### config.mk
export PLATFORM = sky130hd
export DESIGN_NAME = da_barrel_seq_ctrl
export DESIGN_NICKNAME = d
export VERILOG_FILES = /design/src/rtl/da_barrel_seq_ctrl.sv
export SDC_FILE = /design/constraint.sdc
export NUM_CORES = 1
export LEC_CHECK = 0
export BUFFER_PORTS_ARGS = -buffer_cell sky130_fd_sc_hd__buf_2
export CAP_MARGIN = 10
export CORE_MARGIN = 4
export CORE_UTILIZATION = 50
export DETAILED_ROUTE_END_ITERATION = 6
export GPL_ROUTABILITY_DRIVEN = 0
export HOLD_SLACK_MARGIN = 0.12
export PLACE_DENSITY = 0.75
export SYNTH_ARGS = -nofsm -noshare
export SYNTH_HDL_FRONTEND = slang
export SYNTH_SLANG_ARGS = --single-unit
### constraint.sdc
create_clock -name clk -period 3.5 [get_ports clk]
set_input_delay 0.35 -clock clk [delete_from_list [all_inputs] [get_ports clk]]
set_output_delay 0.35 -clock clk [all_outputs]
set_load 0.005 [all_outputs]
### src/rtl/da_barrel_seq_ctrl.sv
// Sequencer for the four-lane DA barrel datapath: primes the delay register, steps t over every bit slice and accumulates one lane.
// Optional abort input is compiled in when DA_SEQ_ABORT_EN is defined.
module da_barrel_seq_ctrl #(
  parameter int BITS  = 8,
  parameter int ACC_W = 16
) (
  input  logic             clk,
  input  logic             rst,
  input  logic             start,
  input  logic [1:0]       lane_sel,
  input  logic [7:0]       y2,
  input  logic [7:0]       y3,
  input  logic [7:0]       y4,
  input  logic [7:0]       y5,
`ifdef DA_SEQ_ABORT_EN
  input  logic             abort,
`endif
  output logic [2:0]       t,
  output logic             sign,
  output logic             slice_vld,
  output logic             busy,
  output logic             done,
  output logic [ACC_W-1:0] result
);

  typedef enum logic [1:0] {
    S_IDLE,
    S_PRIME,
    S_RUN,
    S_FIN
  } state_t;

  localparam logic [2:0] K_LAST = 3'(BITS - 1);

  state_t             state_q, state_d;
  logic [2:0]         k_q, k_d;
  logic [1:0]         lane_q, lane_d;
  logic [ACC_W-1:0]   acc_q, acc_d;
  logic [ACC_W-1:0]   result_q, result_d;
  logic [7:0]         y_sel;
  logic [ACC_W-1:0]   y_ext;
  logic               abort_req;

`ifdef DA_SEQ_ABORT_EN
  assign abort_req = abort;
`else
  assign abort_req = 1'b0;
`endif

  always_comb begin
    y_sel = y2;
    case (lane_q)
      2'd0:    y_sel = y2;
      2'd1:    y_sel = y3;
      2'd2:    y_sel = y4;
      default: y_sel = y5;
    endcase
  end

  assign y_ext = {{(ACC_W - 8){y_sel[7]}}, y_sel};

  // The MSB slice carries negative weight in two's complement, so it is subtracted.
  // result is loaded on the last RUN edge so it is already valid while done is high.
  always_comb begin
    state_d  = state_q;
    k_d      = k_q;
    lane_d   = lane_q;
    acc_d    = acc_q;
    result_d = result_q;

    case (state_q)
      S_IDLE: begin
        if (start) begin
          state_d = S_PRIME;
          lane_d  = lane_sel;
          acc_d   = '0;
          k_d     = 3'd0;
        end
      end
      S_PRIME: begin
        state_d = S_RUN;
      end
      S_RUN: begin
        if (k_q == K_LAST) begin
          acc_d    = acc_q - y_ext;
          result_d = acc_q - y_ext;
          k_d      = 3'd0;
          state_d  = S_FIN;
        end else begin
          acc_d = acc_q + y_ext;
          k_d   = k_q + 3'd1;
        end
      end
      default: begin
        state_d = S_IDLE;
      end
    endcase

    if (abort_req && (state_q == S_PRIME || state_q == S_RUN)) begin
      state_d  = S_IDLE;
      acc_d    = '0;
      k_d      = 3'd0;
      result_d = result_q;
    end
  end

  always_ff @(posedge clk) begin
    if (rst) begin
      state_q  <= S_IDLE;
      k_q      <= 3'd0;
      lane_q   <= 2'd0;
      acc_q    <= '0;
      result_q <= '0;
    end else begin
      state_q  <= state_d;
      k_q      <= k_d;
      lane_q   <= lane_d;
      acc_q    <= acc_d;
      result_q <= result_d;
    end
  end

  always_comb begin
    t         = 3'd0;
    sign      = 1'b0;
    slice_vld = 1'b0;
    busy      = (state_q != S_IDLE);
    done      = (state_q == S_FIN);
    if (state_q == S_RUN) begin
      t         = k_q;
      sign      = (k_q == K_LAST);
      slice_vld = 1'b1;
    end
  end

  assign result = result_q;

endmodule

# After elaboration in Yosys (flattened, before gate mapping)
# Cells that the tools add are included.
# word_totals
reg_bits	39
inputBits	37
output_inout_bits	23
wordCells	37
# op_classes
add_sub_neg	3
eq_ne	8
n_mux	13
n_reduce_logical	8
# ops
cell	n
$mux 16	2
$pmux 16 s2	1
$pmux 8 s3	1
$add 16x16->16	1
$sub 16x16->16	1
$mux 3	3
$reduce_and 2->1	4
$eq 2x2->1 const B	3
$pmux 2 s3	1
$pmux 3 s2	1
$eq 2x1->1 const B	2
$logic_not 2->1	2
$mux 2	2
$reduce_bool 2->1	2
$add 3x1->3 const B	1
$eq 3x3->1 const B	1
$mux 1	2
$ne 2x1->1 const B	1
$ne 2x2->1 const B	1

# Depth between registers and ports, before layout
# depth
depth_word	5
depth_mapped	12
depth_no_buf	11

# Least setup slack after synthesis
# Ideal clock, no wire load.
# synth_timing
path_kind	register to register
start	reg lane_q[0]
end	reg acc_q[13]
setup_ps	131
t_arrival_ps	3188
t_required_ps	3369
slack_ps	181
path_stages_with_launch	13
path_buffers	3
period_less_slack_ps	3319
path_cell_list	dfxtp_1 > clkbuf_1 > mux4_2 > ha_1 > buf_6 > or3b_4 > nand4_2 > a31oi_2 > or3_1 > buf_6 > a21o_1 > a221oi_2 > o22ai_1
# synth_between
elab_chain_cells	5
elab_cells_between_ends	8
classes_between	add/sub: 2; eq/ne: 2; mux: 3; reduce/logical: 1
# synth_lines
element	line_no	text
start: declaration	37	logic [1:0] lane_q, lane_d;
start signal: assignment	117	lane_q <= lane_d;
$eq 2x2->1, or another cell as far along	52	case (lane_q)
$pmux 8 s3 *	52	
$add 16x16->16 or $sub 16x16->16 (tied branches)	90, 85	
$mux 16 *	84	if (k_q == K_LAST) begin
$pmux 16 s2 *	71	case (state_q)
end signal: assignment	112	acc_q <= '0;
end signal: assignment	118	acc_q <= acc_d;
end: declaration	38	logic [ACC_W-1:0] acc_q, acc_d;
# Mark *: on every way between the ends. The rest lies on a longest branch, timed or not.
# A chain may end at the register's enable or synchronous reset.

# Final worst setup path
# Ends and elaborated chain as after synthesis.

==> reports/metrics.csv <==
metric,value,unit
ant_nets,0,
setup_ws,0.231,ns
arrival,3.42,ns
power.density,527,mW/mm²
vias,3282,
p_leak,1.77,nW
tightest_slew,0.737,ns
crit_path_max_fanout,6,
ys.flop_type,dfxtp_1,
synth.cell_area,0.00343,mm²
outcome,completed,
area_growth,14.0,%
maxCapViolCount,0,
hpwlAfterDp,7340,µm
fin_nets,547,
seq_area_frac_synth,22.8,%
setup_tns,0,ns
die_area,0.00825,mm²
holdBufCountCts,0,
post-route-cell-area,0.00391,mm²
fmax,306,MHz
maxSlewViolCount,0,
die_y,90.8,µm
grtUsageTotal,22.3,%
cts.sinks,39,
worstPathRequired,3.65,ns
ys_ff_latch,39,
clock_path_buffers,2,
holdCritPathClass,in -> reg,
drive_above_1_share,20.6,%
core_area,0.00649,mm²
grt_pass1_wl,15200,µm
hold_viol_final,0,
cts_setup_buffers,0,
drt_iter0_drc,355,
layout.cells.non_filler,547,
place_inst,539,
path_class,reg -> reg,
syn_inst,413,
grt_pass1_vias,3164,
syn_nets,491,
dr.pass1.iters,5,
nFillCells,573,
io_buffers,59,
start_util,52.8,%
finalSetupViolations,0,
cts_tree,done,
cts_resized,0,
placed_cell_area,0.00380,mm²
pin_count,60,
antenna_found_initial,0,
fin_skew,0.00913,ns
slew_headroom,50.8,%
grt_overflow_total,0,
total_power,2.06,mW
wl,9210,µm
final_util,60.2,%
cp-end-kind,register,
cts.clk_slew.worst_paths,0.08,ns
synthArstFlopShare,0,%
rr_worst_depth,10,
rsz0062_at_grt,no,
fp-row-count,29,
fin_hold_ws,0.300,ns
antenna_cells,0,
dp_slack,0.272,ns
synth_edf_count,0,
synth.distinct_cells,61,
cts_root_buffer,clkbuf_8,
grt_max_degree,39,
drc,0,
ir_drop,0.604,mV
period_share,93.4,%
routed_via_density,6.00,
clock_latency,0.30,ns
wl_per_cell,16.8,µm
period_minus_slack,3.27,ns
syn_area_per_cell,8.30,µm²
hold_depth,3,
die_w,90.8,µm
startpoint_type,register,
yosys_warnings,0,
cts_buffers,5,
h-tree-depth,2,
-- cells by family (layout without fill, tap and decap cells) --
group                      Yosys count  in the layout  synth area share, %
muxes                               17             17                 7.92
buffers and inverters               51            108                 6.17
and+or+nand+nor                    122            122                 17.6
AOI/OAI and AO/OA                  120            120                 24.3
xor gates and xnor gates            23             23                 5.88
DFF                                 39             39                 22.8
adders and majority gates           41             41                 15.4
-- flip-flops by register name, indices dropped and copies added, names as in the netlist --
| register | count |
|---|---|
| k_q | 3 |
| acc_q | 16 |
| state_q | 2 |
| lane_q | 2 |
| result | 16 |
-- synth_stat cells, drive strengths merged (2+ instances only) --
| library cell | number | share of area, % |
|---|---|---|
| nor2 | 47 | 5.1 |
| dfxtp | 39 | 23 |
| ha | 39 | 14 |
| inv | 30 | 3.3 |
| a21oi | 26 | 3.8 |
| nand2 | 22 | 2.4 |
| xnor2 | 21 | 5.4 |
| o21ai | 20 | 2.9 |
| a211oi | 18 | 3.9 |
| clkbuf | 12 | 1.3 |
| nand3 | 11 | 1.6 |
| a21o | 9 | 2.0 |
| a31oi | 9 | 1.8 |
| buf | 9 | 1.6 |
| mux2i | 8 | 2.3 |
| mux4 | 8 | 5.3 |
| and2 | 7 | 1.3 |
| a22oi | 6 | 1.3 |
| nand2b | 6 | 1.1 |
| nor2b | 6 | 1.1 |
| nor3 | 5 | 0.73 |
| o211ai | 5 | 1.1 |
| o31ai | 4 | 0.88 |
| a221oi | 3 | 0.95 |
| o21a | 3 | 0.66 |
| o21bai | 3 | 0.66 |
| or3 | 3 | 0.55 |
| a2111oi | 2 | 1.1 |
| a21boi | 2 | 0.44 |
| a22o | 2 | 0.51 |
| and3 | 2 | 0.36 |
| fa | 2 | 1.2 |
| nand4 | 2 | 0.55 |
| or2 | 2 | 0.36 |
| or3b | 2 | 0.58 |
| xor2 | 2 | 0.51 |
-- cell usage in the layout (no fill, tap or decap), types with 9 or more instances in the layout --
cell	instances
o21ai_0	18
dfxtp_1	39
inv_1	30
a21o_1	9
ha_1	39
nand3_1	11
xnor2_1	21
buf_4	11
nor2_1	47
buf_2	59
a211oi_1	18
a21oi_1	26
nand2_1	22
-- power by group --
group	switching, mW	leakage [nW]	internal [mW]	total [mW]
logic	0.727	1.40	0.453	1.18
registers	0.0441	0.315	0.488	0.532
clock network	0.167	0.0505	0.179	0.346
-- final timing paths --
check | end | startpoint | slack [ns]
hold / removal | lane_q[0]$_SDFFE_PP0P_ | lane_sel[0] | 0.30
setup / recovery | acc_q[13]$_SDFFE_PP0P_ | lane_q[0]$_SDFFE_PP0P_ | 0.23
setup reg to reg | acc_q[13]$_SDFFE_PP0P_ | lane_q[0]$_SDFFE_PP0P_ | 0.23
hold reg to reg | result[15]$_SDFFE_PP0P_ | result[15]$_SDFFE_PP0P_ | 0.47
-- layout make-up --
| type | count | area [µm²] | share of cell area (%) |
|---|---|---|---|
| Multi-Input combinational cell | 323 | 2440 | 62.3 |
| Sequential cell | 39 | 781 | 20.0 |
| Timing Repair Buffer | 70 | 378 | 9.67 |
| Inverter | 30 | 113 | 2.88 |
| Clock buffer | 7 | 96.3 | 2.47 |
| Tap cell | 77 | 96.3 | 2.47 |
| Clock inverter | 1 | 7.51 | 0.192 |
-- worst max-delay path, stage by stage (launching register included) --
cell      delay, ns
dfxtp_1        0.40
buf_4          0.18
mux4_2         0.52
ha_1           0.39
inv_1          0.11
a21oi_1        0.28
a31oi_2        0.18
or3_1          0.51
a21o_1         0.24
a221oi_2       0.21
o22ai_1        0.10
-- routing by layer --
layer,GRT usage [%],part of all wire (%),vias up
met2,34.8,46,145
met1,30.9,45,1514
met5,0,0,-
met4,5.53,1.4,0
met3,5.42,7.8,17
li1,-,-,1606
Note: power is estimated with default switching activity, not from simulation.
